===== src/rtl/nibble_parity_pkg.sv =====
// Shared definitions for the nibble-plus-parity serial receiver.
package nibble_parity_pkg;

    // Number of data bits carried in one frame
    localparam int DATA_BITS = 4;

    // Width of the data-bit index register
    localparam int IDX_W = $clog2(DATA_BITS);

    // Index of the last data bit (D3), after which parity follows
    localparam logic [IDX_W-1:0] LAST_IDX = IDX_W'(DATA_BITS - 1);

    // Receiver frame-tracking states
    typedef enum logic [1:0] {
        IDLE   = 2'd0,
        DATA   = 2'd1,
        PARITY = 2'd2,
        STOP   = 2'd3
    } state_t;

endpackage


===== src/rtl/nibble_parity_rx_parity4_check.sv =====
// Even-parity checker for a 4-bit nibble plus its parity bit.
module parity4_check (
    input  logic [3:0] d,
    input  logic       p,
    output logic       err
);

    // A nonzero XOR over data and parity means the frame is not even-parity
    assign err = ^{d, p};

endmodule


===== src/rtl/nibble_parity_rx.sv =====
// Serial receiver for framed nibbles: start, D0..D3 (LSB first), even parity, stop.
// Reports data, parity/framing errors and keeps a saturating bad-frame count.
module nibble_parity_rx
    import nibble_parity_pkg::*;
#(
    parameter int ERR_CNT_W = 8
) (
    input  logic                 clk,
    input  logic                 rst_n,
    input  logic                 bit_en,
    input  logic                 sin,
    output logic [3:0]           data_out,
    output logic                 p_out,
    output logic                 valid,
    output logic                 parity_err,
    output logic                 frame_err,
    output logic [ERR_CNT_W-1:0] err_count,
    output logic                 busy
);

    state_t                 state;
    logic [IDX_W-1:0]       bit_idx;
    logic [DATA_BITS-1:0]   shreg;
    logic                   p_bit;
    logic                   chk_err;
    logic                   frame_done;
    logic                   bad_frame;

    parity4_check u_parity4_check (
        .d   (shreg),
        .p   (p_bit),
        .err (chk_err)
    );

    // The stop sample is the edge that closes a frame
    assign frame_done = bit_en && (state == STOP);
    assign bad_frame  = chk_err || !sin;

    // Frame FSM: tracks position within the frame and assembles the nibble
    always_ff @(posedge clk or negedge rst_n) begin
        if (!rst_n) begin
            state   <= IDLE;
            bit_idx <= '0;
            shreg   <= '0;
            p_bit   <= 1'b0;
            busy    <= 1'b0;
        end else if (bit_en) begin
            case (state)
                IDLE: begin
                    if (!sin) begin
                        state   <= DATA;
                        bit_idx <= '0;
                        busy    <= 1'b1;
                    end
                end
                DATA: begin
                    shreg[bit_idx] <= sin;
                    bit_idx        <= bit_idx + IDX_W'(1);
                    if (bit_idx == LAST_IDX) begin
                        state <= PARITY;
                    end
                end
                PARITY: begin
                    p_bit <= sin;
                    state <= STOP;
                end
                STOP: begin
                    // A low stop sample is consumed here, never reused as a start
                    state <= IDLE;
                    busy  <= 1'b0;
                end
                default: begin
                    state <= IDLE;
                    busy  <= 1'b0;
                end
            endcase
        end
    end

    // Result registers: latch the frame on the stop edge and hold until the next one
    always_ff @(posedge clk or negedge rst_n) begin
        if (!rst_n) begin
            data_out   <= '0;
            p_out      <= 1'b0;
            valid      <= 1'b0;
            parity_err <= 1'b0;
            frame_err  <= 1'b0;
            err_count  <= '0;
        end else begin
            valid <= 1'b0;
            if (frame_done) begin
                data_out   <= shreg;
                p_out      <= p_bit;
                parity_err <= chk_err;
                frame_err  <= !sin;
                valid      <= 1'b1;
                if (bad_frame && (err_count != '1)) begin
                    err_count <= err_count + ERR_CNT_W'(1);
                end
            end
        end
    end

endmodule


===== config.mk =====
export PLATFORM = sky130hd
export DESIGN_NAME = nibble_parity_rx
export DESIGN_NICKNAME = d
export VERILOG_FILES = /design/src/rtl/nibble_parity_pkg.sv /design/src/rtl/nibble_parity_rx_parity4_check.sv /design/src/rtl/nibble_parity_rx.sv
export SDC_FILE = /design/constraint.sdc
export NUM_CORES = 1
export LEC_CHECK = 0
export BUFFER_PORTS_ARGS = -buffer_cell sky130_fd_sc_hd__buf_2
export CAP_MARGIN = 20
export CORE_AREA = 2 2 54 56
export DETAILED_ROUTE_END_ITERATION = 12
export DIE_AREA = 0 0 56 58
export HOLD_SLACK_MARGIN = 0.03
export PLACE_DENSITY = 0.72
export REMOVE_ABC_BUFFERS = 1
export SETUP_SLACK_MARGIN = 0.5
export SYNTH_ARGS = -nofsm -noshare
export SYNTH_HDL_FRONTEND = slang
export SYNTH_HIERARCHICAL = 1
export SYNTH_SLANG_ARGS = --single-unit

===== constraint.sdc =====
create_clock -name clk -period 3.5 [get_ports clk]
set_clock_uncertainty 0.15 [all_clocks]
set_input_delay 0.175 -clock clk [delete_from_list [all_inputs] [get_ports clk]]
set_output_delay 0.175 -clock clk [all_outputs]
set_load 0.02 [all_outputs]

Word-level counts from Yosys, hierarchy flattened
Index checks and enable logic that the tools add are counted.
{"block": "op_classes", "n_addsub": 2, "n_mul": 0, "n_div": 0, "magnitude_cmp": 2, "n_eq_ne": 7, "shifts": 0, "n_mux": 11, "n_bitwise": 0, "reduce_logical": 15}
{"op": "3-bit AND reduction", "n": 3}
{"op": "8-bit by 1-bit adder with 8-bit output (second input constant)", "n": 1}
{"op": "8-bit inequality test (second input constant)", "n": 1}
{"op": "2-bit case mux with 4 select lines", "n": 1}
{"op": "2-bit equality test (second input constant)", "n": 3}
{"op": "2-bit two-way mux", "n": 3}
{"op": "2-bit AND reduction", "n": 3}
{"op": "5-bit parity", "n": 1}
{"op": "4-bit bitwise mux", "n": 1}
{"op": "2-bit inequality test (second input constant)", "n": 2}
{"op": "2-bit case mux with 2 select lines", "n": 1}
{"op": "2-bit nonzero test", "n": 2}
{"op": "1-bit logical AND", "n": 3}
{"op": "2-bit by 3-bit < comparator with 1-bit output (second input constant)", "n": 1}
{"op": "1-bit two-way mux", "n": 3}
{"op": "2-bit by 1-bit adder with 2-bit output (second input constant)", "n": 1}
{"op": "1-bit demux with 2-bit select", "n": 1}
{"op": "2-bit by 1-bit equality test with 1-bit output (second input constant)", "n": 1}
{"op": "2-bit by 1-bit greater-or-equal comparator with 1-bit output (second input constant)", "n": 1}
{"op": "2-bit zero test", "n": 1}
{"op": "1-bit case mux with 2 select lines", "n": 1}
{"op": "1-bit zero test", "n": 1}
{"op": "1-bit logical OR", "n": 1}
{"block": "word_totals", "register_bits": 26, "latch_bits": 0, "ram_bits": 0, "rom_bits": 0, "input_bits": 4, "out_inout_bits": 17, "memories": 0}

Depth between registers and ports, before layout
Gate-level depths: netlist (run 1).
{"block": "logic_depth", "ltp_word": 5, "ltp_mapped": 6, "ltp_nobuf": 6}

By module
The synthesis (run 1) kept the hierarchy.
{"module": "nibble_parity_rx", "instances": 1, "cells_each": 113, "area_per_inst_um2": 1291.2, "seq_area_each_um2": 650.6}
{"module": "parity4_check", "instances": 1, "cells_each": 3, "area_per_inst_um2": 40.0, "seq_area_each_um2": 0.0}

Worst setup path after synthesis (run 1)
OpenSTA, ideal clock, no wires.
{"block": "synth_path", "path_kind": "register to register", "startpoint": "register shreg[0]", "endpoint": "register err_count[5]", "arrival_time_ns": 1.658, "required_ns": 3.225, "path_slack_ns": 1.567, "stages_incl_launch_ff": 7, "n_path_buf": 0, "period_less_slack_ns": 1.933, "path_cell_list": "dfrtp_1 xnor3_1 xnor2_1 nor2b_4 nor3_2 nand2_1 mux2_4"}
{"block": "synth_via", "elab_chain_cells": 4}
{"item": "from (decl)", "line_no": "nibble_parity_rx.sv:23", "rtl": "logic [DATA_BITS-1:0] shreg;"}
{"item": "from (signal, indexed assignment)", "line_no": "nibble_parity_rx.sv:57", "rtl": "shreg[bit_idx] <= sin;"}
{"item": "5-bit parity", "line_no": "nibble_parity_rx_parity4_check.sv:9", "rtl": "assign err = ^{d, p};"}
{"item": "named net chk_err", "line_no": "nibble_parity_rx.sv:25", "rtl": "logic chk_err;"}
{"item": "1-bit logical OR", "line_no": "nibble_parity_rx.sv:37", "rtl": "assign bad_frame = chk_err || !sin;"}
{"item": "1-bit logical AND", "line_no": "nibble_parity_rx.sv:97", "rtl": "if (bad_frame && (err_count != '1)) begin"}
{"item": "2-bit AND reduction (no source line)"}
{"item": "to (signal assigned)", "line_no": "nibble_parity_rx.sv:98", "rtl": "err_count <= err_count + ERR_CNT_W'(1);"}
{"item": "to (decl)", "line_no": "nibble_parity_rx.sv:17", "rtl": "output logic [ERR_CNT_W-1:0] err_count,"}
The timed path passes the listed nets, and every way through them passes these cells.
A chain may end at the register's enable or synchronous reset.

Worst setup path after layout (run 1)
Ends and elaborated chain as after synthesis.

==> results of run 1 <==
kinds of logic after synthesis:
kind of cell / synth area share, %
and+or+nand+nor: 14.8
xor gates and xnor gates: 5.64
adders and majority gates: 9.40
DFF: 48.9
muxes: 8.93
buffers and inverters: 4.51
AOI/OAI and AO/OA: 7.89
repair_timing:
action | in CTS | in global routing
hold buffers | 2 | 0
resized for setup | 0 | 0
endpoints found under the hold margin | 27 | 0
worst paths after layout:
check                                                end  slack (ns)  cells after the start
worst min-delay path                shreg[3]$_DFFE_PN0P_        0.07                      3
worst max register to register  err_count[5]$_DFFE_PN0P_        1.36                      6
worst max-delay path            err_count[5]$_DFFE_PN0P_        1.36                      6
max in group asynchronous         parity_err$_DFFE_PN0P_        2.60                      2
worst min register to register     frame_err$_DFFE_PN0P_        0.34                      2
min in group asynchronous       err_count[4]$_DFFE_PN0P_        0.23                      2
layer usage:
layer	vias to the layer above	wire length (µm)
met5	-	0
met4	0	38
met3	5	58
met2	14	1140
met1	439	984
li1	442	-
worst max-delay path: cells and delay by family, from the launching register on:
family / cells / cell delay [ns]
muxes: 1 / 0.30
DFF: 1 / 0.41
xor gates and xnor gates: 2 / 0.72
and+or+nand+nor: 3 / 0.47
cells in the final DEF, fill, tap and decap left out, types with 2 or more instances in the layout:
| master | count |
|---|---|
| sky130_fd_sc_hd__nand2_1 | 12 |
| sky130_fd_sc_hd__o21ai_0 | 11 |
| sky130_fd_sc_hd__xnor2_1 | 5 |
| sky130_fd_sc_hd__nand3_1 | 10 |
| sky130_fd_sc_hd__dlygate4sd3_1 | 2 |
| sky130_fd_sc_hd__dfrtp_1 | 26 |
| sky130_fd_sc_hd__inv_1 | 10 |
| sky130_fd_sc_hd__ha_1 | 10 |
| sky130_fd_sc_hd__mux2_4 | 2 |
| sky130_fd_sc_hd__mux2_2 | 7 |
| sky130_fd_sc_hd__clkbuf_4 | 3 |
| sky130_fd_sc_hd__nand4_1 | 2 |
| sky130_fd_sc_hd__buf_2 | 20 |
per-stage QoR:
step / worst slack, ns / instances / total power [mW] / cell area (µm²)
floorplan: 1.57 / 114 / 0.968 / 1310
global placement: 1.52 / 165 / 1.10 / 1450
detailed placement: 1.38 / 165 / 1.13 / 1450
CTS: 1.37 / 170 / 1.26 / 1490
global route: 1.26 / 170 / 1.34 / 1490
finish: 1.36 / 170 / 1.24 / 1490
area by class of cell:
type	count	share of cell area (%)
Sequential cell	26	43.7
Multi-Input combinational cell	78	41.6
Timing Repair Buffer	22	8.06
Tap cell	31	2.60
Inverter	10	2.52
Clock buffer	3	1.51
registers in the layout, indices dropped and copies added (netlist names):
signal	flops
shreg	4
busy	1
state	2
bit_idx	2
frame_err	1
parity_err	1
data_out	4
err_count	8
p_bit	1
p_out	1
valid	1
power breakdown:
| group | internal (mW) | switching, mW | leakage, nW | total, mW |
|---|---|---|---|---|
| clock network | 0.0402 | 0.0796 | 0.0138 | 0.120 |
| logic | 0.264 | 0.341 | 0.409 | 0.605 |
| registers | 0.418 | 0.0985 | 0.323 | 0.516 |
| total | 0.721 | 0.519 | 0.746 | 1.24 |
==> metrics list, run 1 <==
- Outcome: complete, no violations
- CTS placed an instance of sky130_fd_sc_hd__clkbuf_4 at the clock tree root.
* Post-CTS setup buffer count: 0
- In this run the count of I/O pins placed on the die edge is 21.
- Global routing finished with a remaining overflow of 0.
- In the final routed layout, each cell accounts on average for about 13 µm.
- Critical Path, Cell by Cell: xnor3_1, xnor2_1, nor2b_4, nor3_2, nand2_1, mux2_4
- Global-route wire length before repair: 4.03 mm
- At the end of the flow, the number of nets in the layout was between 150 and 200.
* Sequential cell area: 651 µm²
- Compared with the post-synthesis result, the final layout area differs by 11.9%.
- Setup violations remaining at the end of the flow were counted as 0.
* Placed wire-length estimate: roughly 1.7 mm
* Count of mapped cells out of synthesis: 116
- The largest single stage delay on the critical path is 0.41 ns.
* Synth area leader: sky130_fd_sc_hd__dfrtp_1
- Origin of the worst setup path: shreg[0]$_DFFE_PN0P_
- Across all layers, the routed design uses 900 vias.
- Measured along the x axis, the die boundary spans 56 µm.
- Fin crit share: roughly three fifths
- Antenna diode count: 0
- Fraction of layout cells with a size suffix above 1: between 20% and 30%
- The max-slew violation total from the final report was 0.
* Master of the slowest instance on the critical path: sky130_fd_sc_hd__dfrtp_1
- Max Root-Sink Buffers: 2
- The core region is around 2700 µm².
- H-tree depth: 1
- Post-synthesis average cell area: 11.5 µm²
- TritonCTS clock tree: built
* Max-Cap Viols: 0
* Count of standard-cell rows: 19
- The worst setup path is captured at a register.
* Fraction of synthesized cell area taken by the top area cell type: between 40% and 50%
* Clk pin slew, worst setup/hold paths: roughly 0.13 ns
- Maximum number of pins on one net before global-route repair: 27
* Setup TNS Final: 0 ns
- Die extent in y: a little under 60 µm
* Peak supply drop: 543 µV
- Measured against its own limit, the worst slew margin works out to 62.2%.
- Met3 track utilization from global routing: roughly 2.7%
- Share of async-settable or async-resettable flops after synthesis: between 90% and 100%
* Worst path required time: approximately 3.6 ns
- Global routing consumed, on the met1 layer, 19.3% of the routing resources.
- The multi-input combinational cells in the finished layout cover a total of about 620 µm².
- Total of buffers placed on input and output ports: 20
- The count of nets left with antenna violations once routing finished came out at 0.
* Maximum clock frequency: about 470 MHz
- The clock net in this run drives a total of 26 sinks.
* Met2 track demand over resource in global routing: between 20% and 30%
* Predominant post-synthesis flop cell: sky130_fd_sc_hd__dfrtp_1
* Pre-Repair DR Iteration Count: 4
* Drt first-iter violations: 33
* Die Area: between 3000 and 4000 µm²
- For this configuration, the core starts out at a cell density of between 50% and 60%.
* Distinct cell type count of the synthesized netlist: 30
- Clk Latency, worst-skew pair: 0.31 ns
* Max FO, Critical Path: 3
- HP Start: bit_en
- Yosys mapped a number of flops with a built-in enable equal to 0.
- At the end of routability-driven placement, the weighted congestion stood at 0.717.
- Number of fill cells in the layout: about 230
* Vias per std cell: approximately 5.3
* Number of clock buffers inserted by TritonCTS: 3
- Path type of the worst min-delay path: input port to register
* Synthesized cell area: roughly 1300 µm²
* Post-route DRC: 0
- Element type at the critical path start: register
* Utilization of the core after routing: roughly 56%
- Yosys instantiated no cell more often than sky130_fd_sc_hd__dfrtp_1.
* Transition time at the pin with the least slew margin: approximately 0.57 ns
- Share of synthesized area occupied by flip-flops and latches: about half
- Overall fraction of global-route tracks in use: 15.9%
- Total wire length: 2.22 mm
- Initial antenna violation count: 0
- Tightest hold margin: 0.0730 ns
- Top post-synthesis cells by area: sky130_fd_sc_hd__dfrtp_1 49%, sky130_fd_sc_hd__ha_1 9.4%, sky130_fd_sc_hd__mux2_2 5.9%
* Setup repair after global routing missed its margin: false
* Power per Cell Area: roughly 830 nW/µm²
- Counting instances in the post-synthesis netlist gives the leading cell types as 26 x sky130_fd_sc_hd__dfrtp_1, 12 x sky130_fd_sc_hd__nand2_1, 11 x sky130_fd_sc_hd__o21ai_0.
* Number of warning messages in the yosys log: 6
* Number of global-route vias before repair: 921
- Critical path arrival: between 2 and 2.5 ns
- The worst register-to-register path begins at shreg[0]$_DFFE_PN0P_.
- The number of hold violations in the final report was 0.
- After synthesis the netlist holds a flip-flop and latch count of 26.
- GR peak layer: met2
* Lkg Pwr: ~0.75 nW
- Type of the setup path with the least slack: register to register
- Post-layout min period: 2.14 ns
Note: power is estimated with default switching activity, not from simulation.
==> run 2: changes to the inputs <==
==> constraint.sdc (replaced) <==
create_clock -name clk -period 2 [get_ports clk]
set_clock_uncertainty 0.15 [all_clocks]
set_input_delay 0.1 -clock clk [delete_from_list [all_inputs] [get_ports clk]]
set_output_delay 0.1 -clock clk [all_outputs]
set_load 0.02 [all_outputs]
==> run 2 against run 1 <==
Net effect:
- largest cell class is now multi-input gates
- clock power grew to 3.0 times the previous value
- critical endpoint unchanged
- global-route usage is 0.53 points lower
- first-iteration DRC count is 15% higher
- wire length is 22% higher
- die area stayed put
==> metrics list, run 2 (synthesis gave the netlist of run 1 again) <==
* Vias per std cell: 5.32 (+0.44%)
* Type of the setup path with the least slack: register to register
- The library cell used most frequently in the layout, excluding fill and tap cells, is sky130_fd_sc_hd__dfrtp_1.
* Sequential cell area: 652 µm² (+0.19%)
- Placed wire-length estimate: 1.59 mm (-7.5%)
* Top register by number of flip-flops: err_count
* Origin of the worst setup path: shreg[0]$_DFFE_PN0P_
- Layout area overhead: 34.5%
- Lkg Pwr: 0.879 nW (+18%)
- Number of hold buffers added after cts: 3 (+1)
* Clk pin slew, worst setup/hold paths: 0.14 ns (about the same)
- Overall fraction of global-route tracks in use: 15.4% (-0.53 points)
* Die boundary width: 56 µm (unchanged)
- Final worst setup slack: 0.0586 ns (-1.30 ns)
- Largest delay contributor family on the critical path: XOR/XNOR gates
* Setup repair after global routing missed its margin: true
- The max-slew violation total from the final report is 0 (unchanged).
- The starting density of the core is 50.0% (unchanged).
- The flip-flop count of the largest register, all copies and words added was 8 (unchanged).
- The maximum clock insertion buffer count is 2 (unchanged).
- Maximum number of pins on one net before global-route repair: 27 (unchanged)
- Max-Cap Viols: 0 (unchanged)
- In this run the most used layer during global routing was met2.
- The post-route cell area was 1790 µm² (+20%).
- The relative slew slack came to 61.9% (-0.37 points).
- Nets: 173 (+12%)
- The number of antenna violations at the first check in global routing is 0 (unchanged).
* Clock root cell: sky130_fd_sc_hd__clkbuf_4
* Critical path capture point type: register
* Outcome: complete, no violations
- Launch instance of the worst register-to-register path: shreg[0]$_DFFE_PN0P_
- Post-route DRC: 0 (unchanged)
- The number of buffers created by CTS is 3 (unchanged).
- The largest fanout on the critical path is 3 (unchanged).
* Total gr overflow: 0 (unchanged)
- The worst hold path begins at bit_en.
- The required time at the endpoint of the critical path came to 2.07 ns (-1.49 ns).
* Peak per-stage delay on the critical path: 0.40 ns (about the same)
- The placer congestion estimate came to 0.735 (+2.6%).
- The final worst hold slack is 0.0419 ns (-0.0310 ns).
- The height of the die was 58 µm (unchanged).
- The worst hold path belongs to the class input port to register.
- The count of input and output buffers is 20 (unchanged).
- The antenna violation net count after detailed routing was 0 (unchanged).
- The ratio of total power to cell area was 1610 nW/µm² (+94%).
- The maximum clock rate is 515 MHz (+10%).
* Fin crit share: 97.1% (+36 points)
- The final-layout setup total negative slack is 0 ns (unchanged).
- Number of cells on the critical path: 6 (unchanged)
- The iteration-0 DRC count of the detailed router came to 38 (+15%).
- Num Clock Sinks: 26 (unchanged)
* Total count of hold-check failures in the final report: 0 (unchanged)
- The via total after detailed routing is 1005 (+12%).
- Commonest non-fill, non-tap cells in the layout: 25 x sky130_fd_sc_hd__dfrtp_1, 20 x sky130_fd_sc_hd__buf_2, 14 x sky130_fd_sc_hd__buf_4, 12 x sky130_fd_sc_hd__nand2_1, 9 x sky130_fd_sc_hd__nand3_1
- The total cell area at the placement stage is 1460 µm² (+1.0%).
- The final count of negative-setup-slack endpoints is 0 (unchanged).
- The fraction of met1 tracks used by global routing was 20.5% (+1.2 points).
- The post-layout minimum cycle time came to 1.94 ns (-0.202 ns).
- Master of the slowest instance on the critical path: sky130_fd_sc_hd__dfrtp_1
* Count of standard-cell rows: 19 (unchanged)
- The utilization of the core after routing came to 67.2% (+11 points).
* Peak supply drop: 1240 µV (+130%)
- The worst setup timing slack at the placement stage came to -0.0245 ns (-1.41 ns).
- Met3 track utilization from global routing: 2.68% (unchanged)
* Instance count along the most critical hold path: 4 (+1)
- The worst reg-to-reg path cell count was 6 (unchanged).
- The sum of routed wire length over all layers is 2.71 mm (+22%).
- Fraction of layout cells with a size suffix above 1: 44.3% (+16 points)
- Antenna diode count: 0 (unchanged)
* H-tree depth: 1 (unchanged)
* Boundary Pins: 21 (unchanged)
- The die footprint came to 3250 µm² (unchanged).
- Average routed wire per standard cell: 14.3 µm (+9.6%)
- The combined buffer and inverter count along the critical path was 0 (unchanged).
- The signal on the critical path passes through xnor3_1, xnor2_2, nor2b_4, nor3_4, nand2_1, mux2_4.
* Multi-input combinational cell area: 736 µm² (+19%)
* Number of fill cells in the layout: 190 (-17%)
- Met2 track demand over resource in global routing: 25.7% (-2.7 points)
- Pre-Repair DR Iteration Count: 4 (unchanged)
* Critical path arrival: 2.01 ns (-0.19 ns)
- The via count of the first global-routing pass is 893 (-3.0%).
* Standard cell core area: 2660 µm² (unchanged)
* Global-route wire length before repair: 3.93 mm (-2.4%)
- The largest registers in the layout are err_count (8), data_out (4), shreg (4).
- The source-to-sink clock delay at the later pin of the worst-skew pair was 0.32 ns (about the same).
- The worst setup path is launched from a register.
* TritonCTS clock tree: built
* Transition time at the pin with the least slew margin: 0.572 ns (+0.00560 ns)
run 2: cell types whose count changed in the layout (fill, tap and decap cells not counted), sizes merged:
cell and delta:
bufinv +1, buf +17, dlygate4sd3 +1
run 2: final cells by class:
class,count,share of cell area [%]
multi-input combinational,78,41.1
inverter,10,2.38
clock inverter,1,1.68
sequential,26,36.4
clock buffer,3,1.26
timing repair buffer,40,15.0
tap,31,2.17
run 2: worst min-delay path: stages:
cell,delay [ns]
sky130_fd_sc_hd__buf_2,0.15
sky130_fd_sc_hd__nand2_8,0.12
sky130_fd_sc_hd__buf_4,0.11
sky130_fd_sc_hd__inv_1,0.03
run 2: what timing repair did:
action                                  4_1_cts  5_1_grt
endpoints found under the setup margin       12       18
resized for setup                             8       24
pin swaps                                    10       14
setup buffers                                 3       12
hold endpoints to repair                     35        2
run 2: stage by stage:
step	total power [mW]	cells
floorplan	1.69	114
global placement	1.94	167
detailed placement	1.99	167
CTS	2.48	177
global route	3.05	189
finish	2.89	189
run 2: worst paths after layout:
kind / to / slack [ns]
setup reg to reg: err_count[5]$_DFFE_PN0P_ / 0.06
min in group asynchronous: shreg[1]$_DFFE_PN0P_ / 0.14
hold / removal: valid$_DFF_PN0_ / 0.04
setup / recovery: err_count[5]$_DFFE_PN0P_ / 0.06
max in group asynchronous: state[1]$_DFFE_PN0P_ / 1.16
hold reg to reg: frame_err$_DFFE_PN0P_ / 0.37
run 2: metal layers:
layer / part of all wire (%) / wire length, µm
met1: 41 / 1120
met2: 52 / 1420
met3: 4.6 / 124
met4: 1.7 / 46
met5: 0 / 0
run 2: power by group:
| part | internal (mW) | switching, mW |
|---|---|---|
| clock network | 0.203 | 0.157 |
| registers | 0.732 | 0.183 |
| logic | 0.804 | 0.808 |
| total | 1.74 | 1.15 |
==> run 3: changes to the inputs <==
--- a/config.mk
+++ b/config.mk
@@ -12,7 +12,6 @@
 export DIE_AREA = 0 0 56 58
 export HOLD_SLACK_MARGIN = 0.03
 export PLACE_DENSITY = 0.72
-export REMOVE_ABC_BUFFERS = 1
 export SETUP_SLACK_MARGIN = 0.5
 export SYNTH_ARGS = -nofsm -noshare
 export SYNTH_HDL_FRONTEND = slang
==> run 3 against run 2 <==
Net effect:
- worst setup slack improved by 0.0072 ns
- clock power is 27% lower
- final cell count is 0.53% lower
- first-iteration DRC count fell by 50%
- hold slack improved by 0.014 ns
- fmax up 0.37%
- wire length increased by 3.4%
- count of clock-buffer cells in the layout rose by 1
- critical path type unchanged
- largest cell class unchanged
==> metrics list, run 3 (synthesis gave the netlist of run 1 again) <==
- Most frequent standard cell in the layout excluding fill and tap cells: sky130_fd_sc_hd__dfrtp_1
* H-tree depth: 1 (unchanged)
* Total placed cells including tap cells: 165 (-1.2%)
- Peak supply drop: 1030 µV (-17%)
- The area growth from synthesis to layout is 36.4%.
- In this run the top signal layer used is met4.
- The number of hold violations in the final report came to 0 (unchanged).
* Sw Pwr: 1.14 mW (-0.82%)
- Setup repair after global routing missed its margin: true
- The required time at the endpoint of the critical path was 2.07 ns (about the same).
* Clk Latency, worst-skew pair: 0.32 ns (about the same)
- The switching portion of total power was 40.7% (+0.97 points).
- The total cell area at the placement stage came to 1470 µm² (+0.77%).
- Maximum number of pins on one net before global-route repair: 27 (unchanged)
- Final setup violation count: 0 (unchanged)
- Maximum clock frequency: 517 MHz (+0.37%)
- Vias: 996 (-0.90%)
- Combinational share of power: 57.5% (+1.7 points)
- The leakage dissipation was 0.898 nW (+2.1%).
- The iteration-0 DRC count of the detailed router is 19 (-50%).
- Master of the slowest instance on the critical path: sky130_fd_sc_hd__xnor3_1
- Clock group share of total power: 9.4% (-3.0 points)
* Post-DRT Antenna Nets: 0 (unchanged)
- The sum of routed wire length over all layers was 2.80 mm (+3.4%).
* Fraction of layout cells with a size suffix above 1: 43.9% (-0.35 points)
- In this run the clock root is driven by a sky130_fd_sc_hd__clkbuf_4.
- Final Instance Area: 1820 µm² (+1.4%)
- TritonCTS clock tree: built
- The flow ran to the end, and the final reports show no timing, DRC or antenna violations.
- The transition time at the pin with the least slew margin is 0.586 ns (+0.0144 ns).
- Power per Cell Area: 1540 nW/µm² (-4.5%)
- Die boundary width: 56 µm (unchanged)
* Largest delay contributor family on the critical path: XOR/XNOR gates
* Relative max-transition margin: 60.9% (-0.96 points)
* Fin crit share: 96.7% (-0.36 points)
- Met1 WL: 1.24 mm (+11%)
- Max-Cap Viols: 0 (unchanged)
- Cell-internal power: 1.66 mW (-4.7%)
* Global-route wire length before repair: 4.55 mm (+16%)
* Standard cell core area: 2660 µm² (unchanged)
* Count of standard-cell rows: 19 (unchanged)
- STA classifies the critical path startpoint as a register.
- The register-to-register setup slack was 0.07 ns (about the same).
- The detailed-routed wire length on met2 was 1.45 mm (+1.8%).
* Num Clock Sinks: 26 (unchanged)
- The number of antenna cells inserted was 0 (unchanged).
- Average routed wire per standard cell: 14.9 µm (+3.9%)
- Number of clock buffers inserted by TritonCTS: 3 (unchanged)
- Met3 Wirelength: 80 µm (-35%)
- Post-layout min period: 1.93 ns (-0.00722 ns)
- In the final layout, the registers with the most flip-flops are err_count (8), data_out (4), shreg (4).
- The combined buffer and inverter count along the critical path came to 0 (unchanged).
- The number of fill cells in the layout is 191 (+0.53%).
* Critical path arrival: 2.01 ns (about the same)
- Placer Congestion: 0.766 (+4.2%)
* Total of buffers placed on input and output ports: 20 (unchanged)
* Clk pin slew, worst setup/hold paths: 0.14 ns (about the same)
* Overall fraction of global-route tracks in use: 17.9% (+2.6 points)
* Max FO, Critical Path: 3 (unchanged)
- Total gr overflow: 0 (unchanged)
- The max-slew violation total from the final report came to 0 (unchanged).
* Post-route DRC: 0 (unchanged)
- Counting every net in the synthesized netlist gives between 100 and 150.
* Die extent in y: 58 µm (unchanged)
- The flip-flop count of the largest register, all copies and words added came to 8 (unchanged).
- Placed wire-length estimate: 1.72 mm (+8.4%)
- Commonest non-fill, non-tap cells in the layout: 25 x sky130_fd_sc_hd__dfrtp_1, 20 x sky130_fd_sc_hd__buf_2, 12 x sky130_fd_sc_hd__nand2_1, 9 x sky130_fd_sc_hd__mux2_4, 9 x sky130_fd_sc_hd__buf_4
- Vias per std cell: 5.30 (-0.37%)
* Critical path capture point type: register
- Die Area: 3250 µm² (unchanged)
- Non-filler cells, final: 188 (-0.53%)
* Peak per-stage delay on the critical path: 0.43 ns (+0.03 ns)
- The number of top-level pins was 21 (unchanged).
* Effective utilization at floorplan: 50.0% (unchanged)
- Path type of the worst min-delay path: input port to register
- Type of the setup path with the least slack: register to register
- Walking the worst path, the cells encountered are xnor3_1, xnor2_2, nor2b_4, nor3_4, nand2_1, mux2_4.
- Pre-Repair DR Iteration Count: 4 (unchanged)
- The sequential share of power is 33.1% (+1.4 points).
- Initial antenna violation count: 0 (unchanged)
- The post-layout net count is 172 (-0.58%).
- Max Root-Sink Buffers: 2 (unchanged)
* Top register by number of flip-flops: err_count
- Number of global-route vias before repair: 987 (+11%)
## run 3: cell types whose count changed in the layout (fill, tap and decap cells not counted), sizes merged
cell and delta:
buf -2, bufinv -1, clkbuf +1, dlygate4sd3 +1
## run 3: metrics by stage
| stage | utilization [%] | hold WS, ns | worst slack (ns) | TNS, ns | power (mW) |
|---|---|---|---|---|---|
| after detailed placement | 55.4 | -0.0251 | 0.0198 | 0 | 2.05 |
| after global routing | 68.2 | 0.0320 | -0.0666 | -0.209 | 2.99 |
| after CTS | 63.3 | 0.0465 | 0.0952 | 0 | 2.54 |
| final | 68.2 | 0.0563 | 0.0659 | 0 | 2.79 |
| after global placement | 55.4 | -0.0333 | 0.109 | 0 | 1.99 |
| after floorplan | - | -0.346 | 0.145 | 0 | 1.78 |
## run 3: power by group through the flow
stage                     Combinational (mW)  Clock [mW]  Sequential, mW
final                                   1.61       0.262           0.924
after global routing                    1.74       0.291           0.962
after CTS                               1.37       0.266           0.908
after detailed placement                1.13           0           0.920
after global placement                  1.09           0           0.905
after floorplan                        0.739           0            1.04
## run 3: path summary, 6_finish.rpt
check | end | start | cells past startpoint
worst max-delay path | err_count[5]$_DFFE_PN0P_ | shreg[3]$_DFFE_PN0P_ | 6
worst min-delay path | busy$_DFFE_PN0P_ | bit_en | 3
worst max register to register | err_count[5]$_DFFE_PN0P_ | shreg[3]$_DFFE_PN0P_ | 6
worst min register to register | frame_err$_DFFE_PN0P_ | frame_err$_DFFE_PN0P_ | 2
max in group asynchronous | state[1]$_DFFE_PN0P_ | rst_n | 2
min in group asynchronous | data_out[2]$_DFFE_PN0P_ | rst_n | 2
## run 3: per-layer routing
metal  up-vias  global-route usage, %
met5         -                      0
met4         0                   6.12
met1       495                   23.5
met3         4                   2.01
met2        19                   31.3
li1        478                      -
## run 3: timing repair
| action | in CTS | in global routing |
|---|---|---|
| gates resized for setup | 13 | 24 |
| buffers inserted | 10 | 5 |
| pin swaps | 4 | 6 |
| hold buffers | 4 | 0 |
| setup endpoints to repair | 18 | 18 |
| hold endpoints to repair | 30 | 0 |
## run 3: cell type report
type	count	area, µm²	area share, %
inverter	10	42.5	2.34
tap	31	38.8	2.14
timing repair buffer	39	275	15.2
multi-input combinational	78	771	42.5
sequential	26	652	35.9
clock buffer	4	36.3	2.00
## run 3: worst min-delay path: cells and delay by family
kind	cells	cell delay, ns
buffers and inverters	1	0.16
AO/OA/AOI/OAI	2	0.23
